`src/rtl/ntt_pkg.sv`:
```
// Shared constants and types for the NTT sequencer.
//   N          coefficients per polynomial
//   LOG_N      RAM address width
//   NUM_LAYERS butterfly layers per transform (len 128..2)
//   W          signed coefficient width
//   TW_W       twiddle ROM index width
package ntt_pkg;

  localparam int N          = 256;
  localparam int LOG_N      = 8;
  localparam int NUM_LAYERS = 7;
  localparam int W          = 16;
  localparam int TW_W       = 7;
  localparam int KYBER_Q    = 3329;

  typedef logic signed [W-1:0] coeff_t;
  typedef logic [LOG_N-1:0]    addr_t;
  typedef logic [TW_W-1:0]     tw_t;

  typedef enum logic [1:0] {
    IDLE,
    ISSUE,
    DRAIN,
    FINISH
  } state_t;

endpackage

```
`src/rtl/ntt_if.sv`:
```
// Bus between the NTT sequencer and its environment: host handshake,
// coefficient RAM (two sync-read ports, paired write), twiddle ROM and the
// external butterfly.
//   master : sequencer side (drives addresses, write data, operands)
//   slave  : environment side (RAM, ROM, butterfly, host)
interface ntt_if;
  import ntt_pkg::*;

  logic   start;
  logic   inv;
  logic   busy;
  logic   done;
  addr_t  rd_addr_a;
  addr_t  rd_addr_b;
  coeff_t rd_data_a;
  coeff_t rd_data_b;
  logic   wr_en;
  addr_t  wr_addr_a;
  addr_t  wr_addr_b;
  coeff_t wr_data_a;
  coeff_t wr_data_b;
  tw_t    tw_addr;
  coeff_t tw_data;
  logic   bf_mode;
  coeff_t bf_a;
  coeff_t bf_b;
  coeff_t bf_w;
  coeff_t bf_out_a;
  coeff_t bf_out_b;

  modport master (
    input  start, inv, rd_data_a, rd_data_b, tw_data, bf_out_a, bf_out_b,
    output busy, done, rd_addr_a, rd_addr_b, wr_en, wr_addr_a, wr_addr_b,
           wr_data_a, wr_data_b, tw_addr, bf_mode, bf_a, bf_b, bf_w
  );

  modport slave (
    output start, inv, rd_data_a, rd_data_b, tw_data, bf_out_a, bf_out_b,
    input  busy, done, rd_addr_a, rd_addr_b, wr_en, wr_addr_a, wr_addr_b,
           wr_data_a, wr_data_b, tw_addr, bf_mode, bf_a, bf_b, bf_w
  );

endinterface

```
`src/rtl/ntt_addr_gen.sv`:
```
// Butterfly pair / twiddle index generator.
// A layer counter and a 7-bit pair counter (0..127) are kept; the group
// index, in-group offset and twiddle index are all derived from them.
//   clk, rst_n       clock, async active-low reset
//   clr              restart at layer 0, pair 0
//   adv              advance one pair (one issue)
//   inv              0: CT order (len 128..2), 1: GS order (len 2..128)
//   addr_a, addr_b   pair addresses (j, j+len)
//   tw_addr          twiddle ROM index for the current group
//   last_in_layer    current pair is the 128th of its layer
//   last_layer       current layer is the final one
module ntt_addr_gen
  import ntt_pkg::*;
(
  input  logic  clk,
  input  logic  rst_n,
  input  logic  clr,
  input  logic  adv,
  input  logic  inv,
  output addr_t addr_a,
  output addr_t addr_b,
  output tw_t   tw_addr,
  output logic  last_in_layer,
  output logic  last_layer
);

  localparam int CW = LOG_N - 1;

  logic [2:0]    layer;
  logic [CW-1:0] cnt;
  logic [2:0]    shamt;
  logic [CW-1:0] off_mask;
  logic [CW-1:0] grp;

  always_ff @(posedge clk or negedge rst_n) begin
    if (!rst_n) begin
      layer <= '0;
      cnt   <= '0;
    end else if (clr) begin
      layer <= '0;
      cnt   <= '0;
    end else if (adv) begin
      cnt <= cnt + 1'b1;
      if (&cnt) layer <= layer + 3'd1;
    end
  end

  // len = 1 << shamt. With 128 pairs per layer, the pair counter splits
  // into a group index (upper bits) and an in-group offset (lower shamt
  // bits); the group base address is group * 2len, i.e. the upper bits
  // shifted left by one.
  always_comb begin
    shamt    = inv ? (layer + 3'd1) : (3'd7 - layer);
    off_mask = (CW'(1) << shamt) - CW'(1);
    grp      = cnt >> shamt;
    addr_a   = {cnt & ~off_mask, 1'b0} | {1'b0, cnt & off_mask};
    addr_b   = addr_a + (addr_t'(1) << shamt);
    // CT: layer L has 2^L groups numbered from 2^L (1 then 2,3 then ...).
    // GS: layer L has 2^(6-L) groups counting down from 2^(7-L)-1.
    if (inv) tw_addr = (tw_t'(127) >> layer) - grp;
    else     tw_addr = (tw_t'(1) << layer) + grp;
  end

  assign last_in_layer = &cnt;
  assign last_layer    = (layer == 3'(NUM_LAYERS - 1));

endmodule

```
`src/rtl/ntt_ctrl.sv`:
```
// Sequencer for one NTT butterfly datapath over a 256-coefficient
// polynomial in an external RAM. Runs a full forward (CT) or inverse (GS)
// transform; the inverse's final n^-1 scaling is left to a later pass.
//   clk    system clock
//   rst_n  asynchronous active-low reset (aborts a run)
//   bus    ntt_if.master: start/inv/busy/done handshake, RAM read and write
//          ports, twiddle ROM index/data, butterfly operands/results
// Pipeline: p0 issues read and twiddle addresses, p1 sees RAM/ROM data and
// the combinational butterfly result, p2 writes it back to the p0 addresses.
module ntt_ctrl
  import ntt_pkg::*;
(
  input  logic clk,
  input  logic rst_n,
  ntt_if.master bus
);

  state_t state, state_nx;
  logic   drain_cnt;
  logic   fin_q;
  logic   inv_q;
  logic   issue;
  logic   clr;
  logic   busy;
  logic   done;

  addr_t  gen_addr_a, gen_addr_b;
  tw_t    gen_tw;
  logic   gen_last_in_layer, gen_last_layer;

  addr_t  rd_addr_a_p0, rd_addr_b_p0;
  tw_t    tw_addr_p0;
  logic   vld_p1;
  addr_t  addr_a_p1, addr_b_p1;
  logic   vld_p2;
  addr_t  wr_addr_a_p2, wr_addr_b_p2;
  coeff_t wr_data_a_p2, wr_data_b_p2;

  ntt_addr_gen u_addr_gen (
    .clk           (clk),
    .rst_n         (rst_n),
    .clr           (clr),
    .adv           (issue),
    .inv           (inv_q),
    .addr_a        (gen_addr_a),
    .addr_b        (gen_addr_b),
    .tw_addr       (gen_tw),
    .last_in_layer (gen_last_in_layer),
    .last_layer    (gen_last_layer)
  );

  always_ff @(posedge clk or negedge rst_n) begin
    if (!rst_n) begin
      state     <= IDLE;
      drain_cnt <= 1'b0;
      fin_q     <= 1'b0;
      inv_q     <= 1'b0;
    end else begin
      state     <= state_nx;
      drain_cnt <= (state == DRAIN) ? ~drain_cnt : 1'b0;
      // Remember whether the layer just issued was the last one, since the
      // generator has already stepped past it by the time DRAIN decides.
      if (issue && gen_last_in_layer) fin_q <= gen_last_layer;
      if (clr) inv_q <= bus.inv;
    end
  end

  always_comb begin
    state_nx = state;
    issue    = 1'b0;
    clr      = 1'b0;
    busy     = 1'b1;
    done     = 1'b0;
    case (state)
      IDLE: begin
        busy = 1'b0;
        if (bus.start) begin
          clr      = 1'b1;
          state_nx = ISSUE;
        end
      end
      ISSUE: begin
        issue = 1'b1;
        if (gen_last_in_layer) state_nx = DRAIN;
      end
      DRAIN: begin
        // Two cycles let the layer's last pair reach the RAM before the
        // next layer reads any of it.
        if (drain_cnt) state_nx = fin_q ? FINISH : ISSUE;
      end
      FINISH: begin
        done     = 1'b1;
        state_nx = IDLE;
      end
      default: state_nx = IDLE;
    endcase
  end

  // ---- p0: issue read and twiddle addresses ----
  assign rd_addr_a_p0 = issue ? gen_addr_a : '0;
  assign rd_addr_b_p0 = issue ? gen_addr_b : '0;
  assign tw_addr_p0   = issue ? gen_tw     : '0;

  always_ff @(posedge clk or negedge rst_n) begin
    if (!rst_n) begin
      vld_p1    <= 1'b0;
      addr_a_p1 <= '0;
      addr_b_p1 <= '0;
    end else begin
      vld_p1 <= issue;
      if (issue) begin
        addr_a_p1 <= rd_addr_a_p0;
        addr_b_p1 <= rd_addr_b_p0;
      end
    end
  end

  // ---- p1: operands valid, butterfly result captured for write ----
  always_ff @(posedge clk or negedge rst_n) begin
    if (!rst_n) begin
      vld_p2       <= 1'b0;
      wr_addr_a_p2 <= '0;
      wr_addr_b_p2 <= '0;
      wr_data_a_p2 <= '0;
      wr_data_b_p2 <= '0;
    end else begin
      vld_p2 <= vld_p1;
      if (vld_p1) begin
        wr_addr_a_p2 <= addr_a_p1;
        wr_addr_b_p2 <= addr_b_p1;
        wr_data_a_p2 <= bus.bf_out_a;
        wr_data_b_p2 <= bus.bf_out_b;
      end
    end
  end

  // ---- p2: write back ----
  assign bus.busy      = busy;
  assign bus.done      = done;
  assign bus.rd_addr_a = rd_addr_a_p0;
  assign bus.rd_addr_b = rd_addr_b_p0;
  assign bus.tw_addr   = tw_addr_p0;
  assign bus.wr_en     = vld_p2;
  assign bus.wr_addr_a = wr_addr_a_p2;
  assign bus.wr_addr_b = wr_addr_b_p2;
  assign bus.wr_data_a = wr_data_a_p2;
  assign bus.wr_data_b = wr_data_b_p2;
  assign bus.bf_mode   = inv_q;
  assign bus.bf_a      = bus.rd_data_a;
  assign bus.bf_b      = bus.rd_data_b;
  assign bus.bf_w      = bus.tw_data;

endmodule

```
`src/flat_wrapper.sv`:
```
// flat-port wrapper written by rule: the top's interface ports become plain ports
module ntt_ctrl_flat import ntt_pkg::*;
  (clk, rst_n, bus_start, bus_inv, bus_rd_data_a, bus_rd_data_b, bus_tw_data, bus_bf_out_a, bus_bf_out_b, bus_busy, bus_done, bus_rd_addr_a, bus_rd_addr_b, bus_wr_en, bus_wr_addr_a, bus_wr_addr_b, bus_wr_data_a, bus_wr_data_b, bus_tw_addr, bus_bf_mode, bus_bf_a, bus_bf_b, bus_bf_w);
  ntt_if bus_i ();
  input  logic clk;
  input  logic rst_n;
  input wire logic [$bits(bus_i.start)-1:0] bus_start;
  input wire logic [$bits(bus_i.inv)-1:0] bus_inv;
  input wire logic [$bits(bus_i.rd_data_a)-1:0] bus_rd_data_a;
  input wire logic [$bits(bus_i.rd_data_b)-1:0] bus_rd_data_b;
  input wire logic [$bits(bus_i.tw_data)-1:0] bus_tw_data;
  input wire logic [$bits(bus_i.bf_out_a)-1:0] bus_bf_out_a;
  input wire logic [$bits(bus_i.bf_out_b)-1:0] bus_bf_out_b;
  output wire logic [$bits(bus_i.busy)-1:0] bus_busy;
  output wire logic [$bits(bus_i.done)-1:0] bus_done;
  output wire logic [$bits(bus_i.rd_addr_a)-1:0] bus_rd_addr_a;
  output wire logic [$bits(bus_i.rd_addr_b)-1:0] bus_rd_addr_b;
  output wire logic [$bits(bus_i.wr_en)-1:0] bus_wr_en;
  output wire logic [$bits(bus_i.wr_addr_a)-1:0] bus_wr_addr_a;
  output wire logic [$bits(bus_i.wr_addr_b)-1:0] bus_wr_addr_b;
  output wire logic [$bits(bus_i.wr_data_a)-1:0] bus_wr_data_a;
  output wire logic [$bits(bus_i.wr_data_b)-1:0] bus_wr_data_b;
  output wire logic [$bits(bus_i.tw_addr)-1:0] bus_tw_addr;
  output wire logic [$bits(bus_i.bf_mode)-1:0] bus_bf_mode;
  output wire logic [$bits(bus_i.bf_a)-1:0] bus_bf_a;
  output wire logic [$bits(bus_i.bf_b)-1:0] bus_bf_b;
  output wire logic [$bits(bus_i.bf_w)-1:0] bus_bf_w;
  assign bus_i.start = bus_start;
  assign bus_i.inv = bus_inv;
  assign bus_i.rd_data_a = bus_rd_data_a;
  assign bus_i.rd_data_b = bus_rd_data_b;
  assign bus_i.tw_data = bus_tw_data;
  assign bus_i.bf_out_a = bus_bf_out_a;
  assign bus_i.bf_out_b = bus_bf_out_b;
  assign bus_busy = bus_i.busy;
  assign bus_done = bus_i.done;
  assign bus_rd_addr_a = bus_i.rd_addr_a;
  assign bus_rd_addr_b = bus_i.rd_addr_b;
  assign bus_wr_en = bus_i.wr_en;
  assign bus_wr_addr_a = bus_i.wr_addr_a;
  assign bus_wr_addr_b = bus_i.wr_addr_b;
  assign bus_wr_data_a = bus_i.wr_data_a;
  assign bus_wr_data_b = bus_i.wr_data_b;
  assign bus_tw_addr = bus_i.tw_addr;
  assign bus_bf_mode = bus_i.bf_mode;
  assign bus_bf_a = bus_i.bf_a;
  assign bus_bf_b = bus_i.bf_b;
  assign bus_bf_w = bus_i.bf_w;
  ntt_ctrl u_core (.clk(clk), .rst_n(rst_n), .bus(bus_i));
endmodule
```
`config.mk`:
```
export PLATFORM = sky130hd
export DESIGN_NAME = ntt_ctrl_flat
export DESIGN_NICKNAME = d
export VERILOG_FILES = /design/src/rtl/ntt_pkg.sv /design/src/rtl/ntt_if.sv /design/src/rtl/ntt_addr_gen.sv /design/src/rtl/ntt_ctrl.sv /design/src/flat_wrapper.sv
export SDC_FILE = /design/constraint.sdc
export NUM_CORES = 1
export LEC_CHECK = 0
export BUFFER_PORTS_ARGS = -buffer_cell sky130_fd_sc_hd__clkbuf_2
export CORE_UTILIZATION = 53
export DETAILED_ROUTE_END_ITERATION = 6
export GPL_TIMING_DRIVEN = 0
export PLACE_DENSITY = 0.86
export SLEW_MARGIN = 20
export SYNTH_ARGS = -nofsm -noshare
export SYNTH_HDL_FRONTEND = slang
export SYNTH_SLANG_ARGS = --single-unit
```
`constraint.sdc`:
```
create_clock -name clk -period 11.1 [get_ports clk]
set_input_delay 1.11 -clock clk [delete_from_list [all_inputs] [get_ports clk]]
set_output_delay 1.11 -clock clk [all_outputs]
set_load 0.02 [all_outputs]
```
==> results.md <==
- Synth Area in Compound Gates: 0.1437
- Largest net degree at the start of global routing: 50
- Crit path kind: flop to output port
- Clk buf depth: 2
- GRT Util Overall: 0.2469
- Worst slew pin tran: 0.6141 ns
- Worst vdd ir: 0.06268 mV
- Top Ports: 207
- Cts bufs inserted: 9
- CTS tree: yes
- Multiplexer share of the synthesized area: 0.1296
- Starting density of the core: 0.5506
- Outcome: completed
- First-pass GRT wire length: 19,570 um
- Post-synth EDFFs: 0
- Asr flop ratio synth: 1.000
- Worst Hold Class: flop to flop
- WL final: 12,390 um
- # diodes: 0
- P_leak: 3.204 nW
- Final-report max-slew violation count: 0
- Worst clock skew: 0.008046 ns
- Top_reg_cell synth: dfrtp_1
- Synth Area in Adders: 0.07600
- Hold Vio Cnt, Final: 0
- Core ar.: 9328 sq um
- Hold buffer count at CTS: 0
- Largest family of logic cells by synthesized area: compound AO/OA/AOI/OAI gates
- H-tree depth: 3
- Rel. slew slack: 0.5906
- Average wire per standard cell: 15.07 um
- Drt drc: 0
- Drt first pass iters: 7
- PD cells: 99.31 nW/um^2
- Crit start category: flop
- Cell Rows: 35
- Distinct cell type count after synthesis: 57
- Average size of a mapped cell: 9.896 sq um
- RSZ-0062 raised after global routing: no
- RD Place Congestion: 0.9334
- Vias in the first global route: 4,124
- DIE AREA: 10,090 sq um
- Req. time, crit path: 9.99 ns
- Setup crit end kind: output port
- Post-Synthesis Net Count: 633
- Fin Setup TNS: 0 ns
- Post-Syn Instances: 519
- Xor/xnor share of the synthesized area: 0.02217
- CP Max Fanout: 10
- Post-DP Area: 6118 sq um
- CP peak stage delay: 0.52 ns
- Clock Sinks: 81
- Total Power: 0.6314 mW
- Total gr overflow: 0
- Cell area after synthesis: 5136 sq um
- Postcts setup bufs: 0
- Post-route ant nets: 0
- Final instance area: 6357 sq um
- Cell breakdown of the critical path: clkbuf_1 > inv_1 > ha_1 > a21oi_1 > clkbuf_1 > mux4_2 > nor2_1 > a21oi_1 > ha_1 > inv_1 > fa_1 > nor2b_1 > o31a_1 > o21ai_0 > and2_1 > o311ai_0 > nor3_1 > nor3b_1 > clkbuf_2
- Vias: 4,335
- Slowest CP cell: a21oi_1
- Final setup violation count: 0
- Worst-Skew Late Latency: 0.35 ns
- Fin crit share: 0.5833
- Initial antenna violation count: 0
- Vias/cell: 5.274
- Starting DRT DRC Count: 260
- FMAX: 154.4 MHz
- Area grow syn2layout: 23.78%
- PortBufs: 158
- Final min period: 6.475 ns
- Post-Synth Simple-Gate Area: 0.1269
- Post-CTS resize count: 0
- Ys Warns: 0
- Die Height: 100.4 um
- MaxCap Viol Count: 0
- CP Data Arrival Time: 5.36 ns
- #FFs+latches synth: 81
- Die X: 100.4 um
- Root Buffer: clkbuf_8
- Clk pin slew, worst setup/hold paths: 0.08 ns
- Nets: 803
- Seq/Total Area, Yosys: 0.3946
- Post-DP HPWL: 9684 um
- Share of layout cells above drive strength 1: 0.4098
-- cell type report --
class | instances | area [sq um]
clock inverter | 6 | 115.1
multi-input combinational | 341 | 2564
buffer | 72 | 451.7
tap | 129 | 161.4
sequential | 81 | 2027
timing repair buffer | 159 | 820.8
clock buffer | 9 | 123.9
inverter | 25 | 93.84
fill | 735 | 2970
-- layer usage --
metal  wire length [um]  track usage  vias up
met5                  0            0        -
met4                220      0.07915        0
met3                566      0.03134       24
met2               6268       0.4378      159
met1               5336       0.3126     2065
li1                   -            -     2087
-- metrics by stage --
step,cells,hold slack (ns),util,worst slack (ns)
global route,822,0.4528,0.6816,4.050
global placement,806,0.4170,0.6527,5.255
detailed placement,807,0.4253,0.6559,5.101
finish,822,0.4461,0.6816,4.625
CTS,822,0.4448,0.6816,4.690
floorplan,519,0.3888,-,5.699
-- cells in the mapped netlist (13+ instances only) --
library cell | number | area [sq um]
nand2_1 | 40 | 150.1
clkbuf_1 | 17 | 63.81
buf_4 | 48 | 360.4
a21o_1 | 23 | 172.7
nor2_1 | 33 | 123.9
a21oi_1 | 21 | 105.1
o21ai_0 | 24 | 120.1
dfrtp_1 | 81 | 2027
mux2_2 | 48 | 540.5
and2_1 | 13 | 81.33
inv_1 | 24 | 90.09
ha_1 | 28 | 350.3
-- sequential cells by signal, summed over array words and instances (netlist names) --
signal                   flops
u_core.addr_a_p1             8
u_core.addr_b_p1             8
u_core.bus.bf_mode           1
u_core.bus.wr_addr_a         8
u_core.bus.wr_addr_b         8
u_core.bus.wr_data_a        16
u_core.bus.wr_data_b        16
u_core.bus.wr_en             1
u_core.drain_cnt             1
u_core.fin_q                 1
u_core.state                 2
u_core.u_addr_gen.cnt        7
u_core.u_addr_gen.layer      3
u_core.vld_p1                1
-- cell families (layout without fill, tap and decap cells) --
kind of cell	after synthesis	count (layout)
AOI/OAI and AO/OA	105	105
xor gates and xnor gates	13	13
adders and majority gates	30	30
buffers and inverters	97	271
DFF	81	81
muxes	58	58
other	1	1
and+or+nand+nor	134	134
-- cell usage in the layout (no fill, tap or decap), drive strengths merged, types with 8 or more instances in the layout --
cell type	netlist	layout
ha	28	28
nor2	33	33
mux2	48	48
mux2i	8	8
nor2b	8	8
nand3	11	11
inv	25	27
dfrtp	81	81
nor3	8	8
xnor2	8	8
clkbuf	17	184
o21ai	27	27
a21oi	21	21
a21o	23	23
buf	55	56
and2	14	14
nand2	40	40
-- power breakdown --
group	switching, mW	internal (mW)	leakage (nW)	total, mW
Clock	0.108	0.150	0.116	0.258
Sequential	0.00328	0.301	0.937	0.304
Combinational	0.0377	0.0315	2.15	0.0693
-- critical path, delay by kind of cell, from the launching register on --
kind / cells / cell delay [ns]
flops: 1 / 0.39
compound gates: 5 / 1.54
simple gates: 5 / 0.80
mux: 1 / 0.28
buf+inv: 5 / 1.04
fa+ha+maj: 3 / 0.96
-- path summary, 6_finish.rpt --
check                                      startpoint                 endpoint  slack [ns]  depth (start not counted)
min reg2reg                             u_core.vld_p1         u_core.bus.wr_en        0.45                          0
max reg2reg                u_core.u_addr_gen.layer[2]      u_core.addr_b_p1[5]        6.93                         15
max                        u_core.u_addr_gen.layer[1]           bus_tw_addr[6]        4.63                         19
min in group asynchronous                       rst_n  u_core.bus.wr_data_a[0]        0.73                          1
max in group asynchronous                       rst_n  u_core.bus.wr_data_b[1]        9.76                          2
min                                     u_core.vld_p1         u_core.bus.wr_en        0.45                          0
Note: power is estimated with default switching activity, not from simulation.
